File: src/rtl/reg_arb_pkg.sv
// -----------------------------------------------------------------------------
// reg_arb_pkg
// Shared types and the arbitration pick function for the register-bank write
// arbiter.
//   REG_AW       : default register address width (32 registers)
//   REG_WIDTH    : default register data width
//   REG_MAXREQ   : largest supported requester count; rr_pick works on
//                  vectors of this width and ignores bits at or above n
//   reg_addr_t   : register address
//   wr_req_t     : one write request (valid, addr, data)
//   rr_pick()    : one-hot pick of the first valid requester at or after ptr
// -----------------------------------------------------------------------------
package reg_arb_pkg;

  localparam int REG_AW     = 5;
  localparam int REG_WIDTH  = 32;
  localparam int REG_MAXREQ = 8;

  typedef logic [REG_AW-1:0] reg_addr_t;

  typedef struct packed {
    logic                 valid;
    reg_addr_t            addr;
    logic [REG_WIDTH-1:0] data;
  } wr_req_t;

  // Scan ptr, ptr+1, ... (mod n) and return the first valid requester as a
  // one-hot vector; all zeros when nothing is valid.
  function automatic logic [REG_MAXREQ-1:0] rr_pick(
    input logic [REG_MAXREQ-1:0] valid,
    input logic [2:0]            ptr,
    input int unsigned           n
  );
    logic [REG_MAXREQ-1:0] pick;
    logic                  found;
    logic [2:0]            idx;
    pick  = '0;
    found = 1'b0;
    for (int unsigned k = 0; k < REG_MAXREQ; k++) begin
      idx = 3'((32'(ptr) + k) % n);
      if ((k < n) && !found && valid[idx]) begin
        pick[idx] = 1'b1;
        found     = 1'b1;
      end else begin
        pick = pick;
      end
    end
    return pick;
  endfunction

endpackage

File: src/rtl/rr_arbiter.sv
// -----------------------------------------------------------------------------
// rr_arbiter
// Combinational one-of-N pick plus the round-robin pointer register.
// Optional feature macro: REG_ARB_FIXED_PRIO_EN -- when defined the pick is
// fixed priority (lowest index wins) and the pointer is held at 0.
// Ports:
//   clk_i      clock
//   rst_n_i    synchronous active-low reset; forces no grant and ptr=0
//   valid_i    per-requester request
//   flush_i    suppresses any grant this cycle, ptr unchanged
//   grant_o    one-hot-or-zero grant
//   gnt_any_o  a grant is issued this cycle
//   gnt_idx_o  index of the granted requester (valid when gnt_any_o)
// -----------------------------------------------------------------------------
module rr_arbiter
  import reg_arb_pkg::*;
#(
  parameter int N = 4
) (
  input  logic         clk_i,
  input  logic         rst_n_i,
  input  logic [N-1:0] valid_i,
  input  logic         flush_i,
  output logic [N-1:0] grant_o,
  output logic         gnt_any_o,
  output logic [2:0]   gnt_idx_o
);

  localparam int PW = $clog2(N);
  localparam logic [N-1:0] ONE_HOT0 = {{(N-1){1'b0}}, 1'b1};

  logic [PW-1:0]         ptr_q;
  logic [PW-1:0]         ptr_d;
  logic [REG_MAXREQ-1:0] valid_ext_s;
  logic [REG_MAXREQ-1:0] pick_s;
  logic [2:0]            idx_s;
  logic                  any_s;

  // Requests are invisible during reset and flush so no grant can appear.
  always_comb begin
    valid_ext_s = '0;
    if (rst_n_i && !flush_i) begin
      valid_ext_s[N-1:0] = valid_i;
    end else begin
      valid_ext_s = '0;
    end
  end

  // Pick the winner starting from the pointer.
  always_comb begin
`ifdef REG_ARB_FIXED_PRIO_EN
    pick_s = rr_pick(valid_ext_s, 3'd0, N);
`else
    pick_s = rr_pick(valid_ext_s, 3'(ptr_q), N);
`endif
  end

  // Encode the one-hot pick into an index.
  always_comb begin
    idx_s = 3'd0;
    for (int i = 0; i < REG_MAXREQ; i++) begin
      if (pick_s[i]) begin
        idx_s = 3'(i);
      end else begin
        idx_s = idx_s;
      end
    end
    any_s = |pick_s;
  end

  // Next pointer: one past the winner, wrapping at N; held otherwise.
  always_comb begin
    ptr_d = ptr_q;
`ifdef REG_ARB_FIXED_PRIO_EN
    ptr_d = '0;
`else
    if (any_s) begin
      if (32'(idx_s) == (N - 1)) begin
        ptr_d = '0;
      end else begin
        ptr_d = PW'(idx_s + 3'd1);
      end
    end else begin
      ptr_d = ptr_q;
    end
`endif
  end

  // Pointer register.
  always_ff @(posedge clk_i) begin
    if (!rst_n_i) begin
      ptr_q <= '0;
    end else begin
      ptr_q <= ptr_d;
    end
  end

  assign grant_o   = any_s ? (ONE_HOT0 << idx_s) : '0;
  assign gnt_any_o = any_s;
  assign gnt_idx_o = idx_s;

endmodule

File: src/rtl/reg_write_arbiter.sv
// -----------------------------------------------------------------------------
// reg_write_arbiter
// Shares the register bank's single write port among NREQ writeback
// requesters. One requester is granted per cycle and its write is registered
// into a one-entry commit stage that drives WE3/RA3/WD3 the next cycle.
// Optional feature macro: REG_ARB_FIXED_PRIO_EN (fixed priority instead of
// round-robin).
// Ports:
//   CLK, RST_N        clock, synchronous active-low reset
//   REQ_VALID         per-requester write request
//   REQ_ADDR/REQ_DATA packed per-requester address / data
//   REQ_READY         one-hot-or-zero grant (combinational)
//   FLUSH             drops the commit stage, no grant this cycle
//   WE3/RA3/WD3       bank write port
//   PEND_VALID/ADDR   in-flight write, for forwarding or stalling readers
//   WR_COUNT          committed-write counter, wraps at 2^16
// -----------------------------------------------------------------------------
module reg_write_arbiter
  import reg_arb_pkg::*;
#(
  parameter int WIDTH = 32,
  parameter int NREQ  = 4,
  parameter int AW    = REG_AW
) (
  input  logic                  CLK,
  input  logic                  RST_N,
  input  logic [NREQ-1:0]       REQ_VALID,
  input  logic [NREQ*AW-1:0]    REQ_ADDR,
  input  logic [NREQ*WIDTH-1:0] REQ_DATA,
  output logic [NREQ-1:0]       REQ_READY,
  input  logic                  FLUSH,
  output logic                  WE3,
  output logic [AW-1:0]         RA3,
  output logic [WIDTH-1:0]      WD3,
  output logic                  PEND_VALID,
  output logic [AW-1:0]         PEND_ADDR,
  output logic [15:0]           WR_COUNT
);

  logic             gnt_any_s;
  logic [2:0]       gnt_idx_s;
  logic [AW-1:0]    sel_addr_s;
  logic [WIDTH-1:0] sel_data_s;

  logic             we_q, we_d;
  logic [AW-1:0]    ra_q, ra_d;
  logic [WIDTH-1:0] wd_q, wd_d;
  logic [15:0]      cnt_q, cnt_d;

  rr_arbiter #(
    .N (NREQ)
  ) u_arb (
    .clk_i     (CLK),
    .rst_n_i   (RST_N),
    .valid_i   (REQ_VALID),
    .flush_i   (FLUSH),
    .grant_o   (REQ_READY),
    .gnt_any_o (gnt_any_s),
    .gnt_idx_o (gnt_idx_s)
  );

  // Route the winning requester's address and data to the commit stage.
  always_comb begin
    sel_addr_s = '0;
    sel_data_s = '0;
    for (int i = 0; i < NREQ; i++) begin
      if (gnt_idx_s == 3'(i)) begin
        sel_addr_s = REQ_ADDR[i*AW +: AW];
        sel_data_s = REQ_DATA[i*WIDTH +: WIDTH];
      end else begin
        sel_addr_s = sel_addr_s;
      end
    end
  end

  // Commit-stage next state; FLUSH already suppresses the grant upstream.
  always_comb begin
    we_d  = 1'b0;
    ra_d  = ra_q;
    wd_d  = wd_q;
    cnt_d = cnt_q;
    if (gnt_any_s) begin
      we_d  = 1'b1;
      ra_d  = sel_addr_s;
      wd_d  = sel_data_s;
      cnt_d = cnt_q + 16'd1;
    end else begin
      we_d  = 1'b0;
    end
  end

  // Commit stage and counter registers.
  always_ff @(posedge CLK) begin
    if (!RST_N) begin
      we_q  <= 1'b0;
      ra_q  <= '0;
      wd_q  <= '0;
      cnt_q <= 16'd0;
    end else begin
      we_q  <= we_d;
      ra_q  <= ra_d;
      wd_q  <= wd_d;
      cnt_q <= cnt_d;
    end
  end

  assign WE3        = we_q;
  assign RA3        = ra_q;
  assign WD3        = wd_q;
  assign PEND_VALID = we_q;
  assign PEND_ADDR  = ra_q;
  assign WR_COUNT   = cnt_q;

endmodule
File: config.mk
export PLATFORM = sky130hd
export DESIGN_NAME = reg_write_arbiter
export DESIGN_NICKNAME = d
export VERILOG_FILES = /design/src/rtl/reg_arb_pkg.sv /design/src/rtl/rr_arbiter.sv /design/src/rtl/reg_write_arbiter.sv
export SDC_FILE = /design/constraint.sdc
export NUM_CORES = 1
export LEC_CHECK = 0
export CAP_MARGIN = 15
export CELL_PAD_IN_SITES_DETAIL_PLACEMENT = 0
export CELL_PAD_IN_SITES_GLOBAL_PLACEMENT = 1
export CORE_MARGIN = 1
export CORE_UTILIZATION = 27
export DETAILED_ROUTE_END_ITERATION = 6
export HOLD_SLACK_MARGIN = 0.15
export PLACE_DENSITY_LB_ADDON = 0.1
export SLEW_MARGIN = 20
export SYNTH_ARGS = -nofsm -noshare
export SYNTH_HDL_FRONTEND = slang
export SYNTH_SLANG_ARGS = --single-unit
export TNS_END_PERCENT = 50
File: constraint.sdc
create_clock -name CLK -period 5.1 [get_ports CLK]
set_input_delay 0.765 -clock CLK [delete_from_list [all_inputs] [get_ports CLK]]
set_output_delay 0.765 -clock CLK [all_outputs]
set_load 0.01 [all_outputs]
Word level (Yosys, flattened, before mapping)
Cells that the tools add are included.
Widths: inputs -> output; s select.
- bits in registers: 56
- bits in latches: 0
- memory bits (writable): 0
- bits in read-only memories: 0
- input bits: 155
- output and inout bits: 64
- word-level logic and storage cells: 81
- memories kept: 0
- add/sub/neg operators: 5
- multiply operators: 0
- divide/modulo/power cells: 0
- magnitude comparators: 8
- equal/unequal tests: 3
- shift-type cells: 1
- muxes and demuxes: 42
- bitwise logic cells: 3
- reductions and logical operators: 14
- operator list (operator ; number):
    $mux 32 ; 4
    $mux 5 ; 4
    $add 16x1->16 const B ; 1
    $lt 2x4->1 const B ; 4
    $mux 4 ; 4
    $mux 8 ; 2
    $or 8x4->8 ; 2
    $mux 1 ; 13
    $mux 3 ; 4
    $bmux 1 s2 ; 4
    $demux 1 s2 ; 4
    $ge 2x1->1 const B ; 4
    $logic_and 1x1->1 ; 8
    $reduce_or 8->1 ; 1
    $eq 3x2->1 const B ; 2
    $mux 2 ; 3
    $add 2x1->2 const B ; 2
    $add 2x2->2 const B ; 2
    $logic_not 1->1 ; 4
    $or 4x4->4 ; 1
    $shl 1x3->4 const A ; 1
    $eq 3x1->1 const B ; 1
    $logic_not 3->1 ; 1

Longest topological paths before layout
Gate-level depths: netlist (run 1).
- word-level depth: 27
- depth in mapped cells: 19
- gate-level depth less buffers: 17

Modules after synthesis
Synthesis (run 1) repeated with hierarchy kept, for this count alone.
- cell total of the unflattened synthesis: 309
- area, all modules: 3627.2 um2
- by module, submodules not included (module ; instances ; cells an instance ; area an instance (um2) ; seq. area each (um2)):
    reg_write_arbiter ; 1 ; 221 ; 2869.0 ; 1081.0
    rr_arbiter ; 1 ; 88 ; 758.2 ; 40.0

Worst setup path after synthesis (run 1)
OpenSTA, ideal clock, no wires.
- path kind: register -> output
- start: register u_arb.ptr_q[0]
- end: output port REQ_READY[2]
- data arrival time: 3.675 ns
- data required time: 4.335 ns
- slack: 0.660 ns
- cell stages (with the launch flop): 13
- path buffers: 2
- cell sequence: dfxtp_1 -> inv_1 -> ha_1 -> or3b_1 -> a2111oi_2 -> or2_2 -> and2_1 -> a221oi_1 -> a2111oi_2 -> ha_1 -> clkbuf_1 -> clkbuf_1 -> and2_1
- longest elaborated chain between the ends: 21
- elaborated cells on any way between the ends: 57
- those cells by class: add/sub: 3; order compare: 8; shift: 1; mux: 31; bitwise: 3; reduce/logical: 11
- ends and longest elaborated chain (item ; RTL line ; source):
    from (decl) ; rr_arbiter.sv:32 ; logic [PW-1:0] ptr_q;
    from (signal assigned) ; rr_arbiter.sv:94 ; ptr_q <= ptr_d;
    parallel branches: the longest is 11 deep, another holds $lt 2x4->1 ; - ;
    $mux 8 * ; reg_arb_pkg.sv:41 ; if ((k < n) && !found && valid[idx]) begin
    $mux 1 ; rr_arbiter.sv:62 ; if (pick_s[i]) begin
    $mux 2 (2 in a row) ; rr_arbiter.sv:62 ;
    $mux 3 (4 in a row) ; rr_arbiter.sv:62 ;
    $shl 1x3->4 ; rr_arbiter.sv:98 ; assign grant_o = any_s ? (ONE_HOT0 << idx_s) : '0;
    $mux 4 * ; rr_arbiter.sv:98 ;
    to (decl) ; reg_write_arbiter.sv:30 ; output logic [NREQ-1:0] REQ_READY,
Mark *: on every way between the ends. The select of a mux whose other input is x is not followed.

Worst setup path in the final report (run 1)
- start: input port REQ_VALID[0]
- end: output port REQ_READY[2]
- longest elaborated chain between the ends: 22
- elaborated cells on any way between the ends: 35
- those cells by class: shift: 1; mux: 24; bitwise: 3; reduce/logical: 7
- ends and longest elaborated chain (item ; RTL line ; source):
    from (decl) ; reg_write_arbiter.sv:27 ; input logic [NREQ-1:0] REQ_VALID,
    $mux 4 * ; rr_arbiter.sv:42 ; if (rst_n_i && !flush_i) begin
    $bmux 1 s2 ; reg_arb_pkg.sv:41 ;
    $mux 1 (not written as such) ; reg_arb_pkg.sv:41 ;
    $mux 1 ; reg_arb_pkg.sv:41 ;
    $logic_not 1->1 ; reg_arb_pkg.sv:41 ;
    $logic_and 1x1->1 ; reg_arb_pkg.sv:41 ;
    $mux 1 ; reg_arb_pkg.sv:41 ;
    $logic_not 1->1 ; reg_arb_pkg.sv:41 ;
    (+2 left out) ; - ;
    $logic_not 1->1 ; reg_arb_pkg.sv:41 ;
    $logic_and 1x1->1 ; reg_arb_pkg.sv:41 ;
    $mux 8 * ; reg_arb_pkg.sv:41 ;
    $mux 1 ; rr_arbiter.sv:62 ;
    $mux 2 (2 in a row) ; rr_arbiter.sv:62 ;
    $mux 3 (4 in a row) ; rr_arbiter.sv:62 ;
    $shl 1x3->4 ; rr_arbiter.sv:98 ;
    $mux 4 * ; rr_arbiter.sv:98 ;
Every way passes the cells marked *; elsewhere a longest branch is shown, timed or not. The select of a mux whose other input is x is not followed.

==> impl_metrics.json, run 1 <==
{
  "status": "complete, no violations",
  "r2r_cells": 19,
  "hold_depth": 2,
  "ir_drop_v": 0.000182,
  "p_total_uw": 2750,
  "io_buffers": 218,
  "tritoncts": "yes",
  "cp.required_ps": 4340,
  "synth_top_area_frac": 0.284,
  "min_to": "WR_COUNT[15]",
  "grt_pass1_wl_um": 21300,
  "p_leak_uw": 0.00234,
  "post-route-util": 0.453,
  "p_per_area_nw_per_um2": 430,
  "syn_area_um2": 3950,
  "rsz0062_at_grt": "no",
  "synthTopCellsByArea": "dfxtp_1 (28%), a211oi_2 (12%), nor2_1 (11%)",
  "ios": 219,
  "via_per_inst": 4.99,
  "cts_sinks": 56,
  "finalNetCount": 869,
  "final_cell_count_no_fill": 883,
  "grt_antenna_before_repair": 1,
  "routedWlPerCell_um": 16.5,
  "drive_above_1_share": 0.108,
  "r2r-start": "u_arb.ptr_q[1]",
  "reg2reg_slack_ps": 870,
  "crit_type": "input pin to output pin",
  "slew_viol_final": 0,
  "drtIter0Drc": 134,
  "hp-class": "flop to flop",
  "htree_levels": 2,
  "drc": 0,
  "worstSkewPairLatency_ps": 300,
  "synthFlopType": "dfxtp_1",
  "synth_largest_area_cell": "dfxtp_1",
  "clockBufferDepth": 2,
  "rows": 43,
  "end_kind": "output pin",
  "die_w_um": 123,
  "syn_area_per_cell_um2": 7.75,
  "grt-ovfl-total": 0,
  "arrival_ps": 4080,
  "clk_pin_slew_ps": 80,
  "finalCriticalPeriod_ps": 4840,
  "cts_root_buf": "clkbuf_16",
  "path_max_fanout": 7,
  "coreArea_um2": 14100,
  "grtUsageMet2": 0.341,
  "final-hold-violation-count": 0,
  "synthCells": 510,
  "grt_busiest_layer": "met2",
  "ys_seq_elements": 56,
  "synth_warnings": 0,
  "final_cell_mix": "clkdlybuf4s50_1 (218), nor2_1 (121), a21oi_1 (90), dfxtp_1 (56)",
  "ys_seq_area_frac": 0.284,
  "grt_max_degree": 75,
  "grt_pass1_vias": 4171,
  "async_flop_share": 0,
  "crit_path_start_kind": "input pin",
  "hold_buffers": 0,
  "gr-usage-met3": 0.0530,
  "synth_edf_count": 0,
  "vias": 4402,
  "relSlewSlack": 0.509,
  "dp_hpwl_um": 10900,
  "final_common_cell": "clkdlybuf4s50_1",
  "skew_ps": 4.66,
  "initial_core_util": 0.280,
  "drt_wl_total_um": 14600,
  "areaGrowthSynthToFinish_pct": 61.6,
  "min-delay-start": "WR_COUNT[15]",
  "die-area_um2": 15100,
  "r2r-end": "WD3[22]",
  "track_usage": 0.181,
  "timing.final.crit_share": 0.950,
  "ys_types": 42,
  "cts_resized": 0,
  "place_inst": 874,
  "grt_use_met1": 0.201,
  "worst_slew_pin_slew_ps": 737,
  "antenna_left": 0,
  "postCtsSetupBuffers": 0,
  "setup_viol": 0,
  "numCtsBuffers": 5,
  "tns_ps": 0,
  "die_h_um": 123,
  "syn_nets": 678,
  "max_freq_mhz": 206,
  "gp_congestion": 0.863,
  "drt-pass1-iter-count": 4,
  "cap_violations": 0
}
## Yosys cell counts, drive strengths merged, types with 4 or more instances
cell / number
nor2: 121
a21oi: 90
dfxtp: 56
a211oi: 37
a22oi: 37
clkbuf: 29
buf: 20
nand2: 14
ha: 13
inv: 10
nand3: 9
and2: 7
o31ai: 7
or4: 7
and3: 5
nor2b: 5
nand3b: 4
nand4: 4
o21ai: 4
o41ai: 4
## worst max path at each step
| stage | from | end | cells after the start |
|---|---|---|---|
| 2_1_floorplan | u_arb.ptr_q[0] | REQ_READY[2] | 12 |
| 3_3_place_gp | REQ_VALID[2] | REQ_READY[2] | 11 |
| 3_5_place_dp | REQ_VALID[2] | REQ_READY[2] | 11 |
| 4_1_cts | REQ_VALID[2] | REQ_READY[2] | 11 |
| 5_1_grt | REQ_VALID[2] | REQ_READY[2] | 11 |
| 6_report | REQ_VALID[0] | REQ_READY[2] | 11 |
## stage by stage
step | setup WS (ps) | instance area (µm²) | hold WS (ps)
floorplan | 660 | 3950 | 496
global placement | 266 | 6230 | 465
detailed placement | 230 | 6230 | 481
CTS | 220 | 6380 | 497
global route | 69.7 | 6380 | 524
finish | 255 | 6390 | 492
## logic make-up (layout without fill, tap and decap cells)
family                   Yosys count  in the layout  synth area share
adder cells (fa/ha/maj)           13             13            0.0412
buffers and inverters             59            251            0.0776
AND/OR/NAND/NOR                  188            188             0.215
other                              0              1                 0
AO/OA/AOI/OAI                    189            189             0.361
multiplexers                       3              3            0.0171
flip-flops                        56             56             0.284
XOR/XNOR                           2              2           0.00443
## layout make-up
type / count / area (µm²)
fillers: 1398 / 7710
flip-flops and latches: 56 / 1120
well taps: 180 / 225
repair buffers: 233 / 2310
inverters: 10 / 38.8
diodes: 1 / 2.50
clock inverters: 3 / 28.8
clock buffers: 5 / 125
multi-input cells: 395 / 2540
## per-layer routing
metal / vias to the layer above / share of wire
li1: 2231 / -
met1: 2020 / 0.41
met2: 144 / 0.49
met3: 7 / 0.090
met4: 0 / 0.0094
met5: - / 0
## state kept, by name, summed over array words and instances (netlist names)
signal,count
u_arb.ptr_q,2
WD3,32
PEND_VALID,1
PEND_ADDR,5
WR_COUNT,16
## report_power, final
group          switching, µW  internal, µW  total, µW
clock network            190           190        381
registers               75.6           570        646
logic                    913           808       1720
total                   1180          1570       2750
## critical path, stage by stage
cell and delay [ps]:
clkdlybuf4s50_1 520, mux4_2 580, and3_1 210, a41o_1 200
a31oi_1 230, a221oi_1 140, a2111oi_2 400, buf_4 190
ha_2 170, and2_1 110, clkdlybuf4s50_1 580
No activity file was read; power rests on OpenSTA's default activity.
==> run 2, diff against run 1 <==
- ABC_AREA: unset -> 1
- CORE_UTILIZATION: 27 -> 26
==> run 2 against run 1 <==
  * Area after synthesis rose by 3.6%
  * Flip-flop and latch count did not move
  * Register-to-register slack improved by 130 ps
  * Clock power fell by 5%
  * Worst setup slack improved by 570 ps
  * Non-clock buffer count fell by 8
  * Clock skew rose by 4.0 ps
  * Critical path type unchanged
  * Largest power group unchanged
==> impl_metrics.json, run 2 <==
{
  "skew_ps": 8.63,
  "drive_above_1_share": 0.0511,
  "place_inst": 1006,
  "ys_types": 30,
  "antenna_left": 0,
  "synth_top_area_frac": 0.274,
  "cap_violations": 0,
  "numCtsBuffers": 5,
  "io_buffers": 218,
  "htree_levels": 2,
  "coreArea_um2": 15300,
  "async_flop_share": 0,
  "cts_resized": 0,
  "tns_ps": 0,
  "initial_core_util": 0.268,
  "gp_congestion": 0.807,
  "relSlewSlack": 0.375,
  "r2r-start": "u_arb.ptr_q[0]",
  "drt_wl_total_um": 14700,
  "dp_hpwl_um": 11100,
  "synth_largest_area_cell": "dfxtp_1",
  "final_cell_mix": "clkdlybuf4s50_1 (217), nand2_1 (170), nor2_1 (91), dfxtp_1 (56), nand3_1 (39)",
  "largest_register_ffs": 32,
  "grt_antenna_before_repair": 1,
  "r2r_cells": 22,
  "diodes": 0,
  "rsz0062_at_grt": "no",
  "ys_seq_area_frac": 0.274,
  "synth_edf_count": 0,
  "hp-class": "flop to flop",
  "hold_buffers": 0,
  "crit_path_cell_trace": "clkdlybuf4s50_1, inv_2, nand3_1, nand2_1, nand3_1, nand2_1, nor2_2, nand3_1, nand3_1, nor2_4, buf_4, inv_1, ha_2, inv_1, nor2_1, clkdlybuf4s50_1",
  "netlist_top_cells_count": "nand2_1 (170), nor2_1 (92), dfxtp_1 (56), nand3_1 (39)",
  "die_h_um": 127,
  "clockBufferDepth": 2,
  "post-route-util": 0.427,
  "cts_sinks": 56,
  "grt_pass1_vias": 4493,
  "worst_slew_pin_slew_ps": 937,
  "cts_root_buf": "clkbuf_16",
  "syn_area_per_cell_um2": 6.68,
  "critPathMaxStageDelay_ps": 580,
  "grt_max_degree": 90,
  "setup_viol": 0,
  "end_kind": "output pin",
  "status": "complete, no violations",
  "routedWlPerCell_um": 14.5,
  "track_usage": 0.182,
  "worstSkewPairLatency_ps": 300,
  "ios": 219,
  "crit_slowest_cell": "clkdlybuf4s50_1",
  "crit_top_cell": "nand3_1",
  "via_per_inst": 4.50,
  "postCtsSetupBuffers": 0,
  "crit_start": "FLUSH",
  "synth_warnings": 0,
  "synthCells": 613,
  "grt_pass1_wl_um": 23000,
  "drt-pass1-iter-count": 4,
  "final_common_cell": "clkdlybuf4s50_1",
  "final_cell_count_no_fill": 1014,
  "finalNetCount": 970,
  "die_w_um": 127,
  "nFillCells": 1608,
  "ys_seq_elements": 56,
  "vias": 4566,
  "p_per_area_nw_per_um2": 757,
  "synthFlopType": "dfxtp_1",
  "final-hold-violation-count": 0,
  "ir_drop_v": 0.000803,
  "yosysMostFrequentCell": "nand2_1",
  "path_max_fanout": 19,
  "path_depth": 16,
  "areaGrowthSynthToFinish_pct": 59.3,
  "clk_pin_slew_ps": 70,
  "crit_path_start_kind": "input pin",
  "drtIter0Drc": 206,
  "syn_nets": 781,
  "crit_family": "buffers and inverters",
  "cp.required_ps": 4340,
  "syn_area_um2": 4090,
  "crit_type": "input pin to output pin",
  "synthTopCellsByArea": "dfxtp_1 (27%), nand2_1 (16%), mux2i_1 (9.0%)",
  "max_freq_mhz": 234,
  "p_leak_uw": 0.00255,
  "arrival_ps": 3510,
  "slew_viol_final": 0,
  "grt-ovfl-total": 0,
  "hold_depth": 2,
  "die-area_um2": 16300,
  "tritoncts": "yes",
  "min-delay-start": "WD3[23]",
  "critical_path_buf_inv_count": 6,
  "rows": 45,
  "timing.final.crit_share": 0.839,
  "drc": 0,
  "finalCriticalPeriod_ps": 4280
}
## run 2: cell types whose count changed after synthesis, sizes merged, moves of 26 or more
cell / before / now
a211oi: 37 / 0
mux2i: 0 / 37
nand2: 14 / 173
nand3: 9 / 51
a21oi: 90 / 15
o21ai: 4 / 37
nor2: 121 / 95
## run 2: worst register-to-register path, cell delays in order (launching register included)
cell and delay (ps):
dfxtp_1 560, inv_2 190, ha_1 380, inv_1 80
nand3_1 90, nand2_2 100, nor2_2 190, nand3_1 120
nand3_2 120, inv_1 40, nand2_1 70, nand2_1 100
inv_1 100, ha_1 150, inv_1 60, nor2_2 630
buf_4 390, a22oi_1 100, o21ai_0 200, mux2i_1 100
nand2_1 100, nand2_1 60, nor2_1 100
## run 2: layer usage
layer  global-route usage  vias to the layer above  routed length, µm
met5                    0                        -                 12
met4               0.0448                        2                204
met3               0.0632                       14               1090
met2                0.335                      141               7410
met1                0.197                     2018               5960
li1                     -                     2391                  -
## run 2: cell type report
| class | count | area (µm²) | share of cell area |
|---|---|---|---|
| Clock inverter | 3 | 25.0 | 0.00384 |
| Inverter | 29 | 111 | 0.0171 |
| Multi-Input combinational cell | 485 | 2640 | 0.405 |
| Sequential cell | 56 | 1120 | 0.172 |
| Tap cell | 211 | 264 | 0.0405 |
| Clock buffer | 5 | 125 | 0.0192 |
| Timing Repair Buffer | 225 | 2230 | 0.342 |
## run 2: logic make-up after synthesis
group / count (synthesis) / synth area share
simple gates: 332 / 0.352
compound gates: 89 / 0.131
buf+inv: 72 / 0.0822
flops: 56 / 0.274
mux: 37 / 0.0905
xor+xnor: 14 / 0.0300
fa+ha+maj: 13 / 0.0397
## run 2: final timing paths
kind | endpoint | slack, ps
worst max-delay path | REQ_READY[2] | 820
worst max register to register | WD3[22] | 1000
worst min register to register | WD3[23] | 480
worst min-delay path | WD3[23] | 480
## run 2: through the flow
stage	power (µW)	setup slack (ps)	hold WS [ps]	area (µm²)
after detailed placement	4640	596	471	6370
final	4940	822	482	6520
after CTS	5020	779	486	6520
after global routing	5580	451	510	6520
after global placement	4590	730	463	6370
after floorplan	3560	1250	508	4090
## run 2: power by group
group	leakage [µW]	internal (µW)	switching (µW)	total (µW)
sequential	0.000461	587	90.2	677
combinational	0.00202	1510	2390	3900
clock	0.0000708	186	176	362
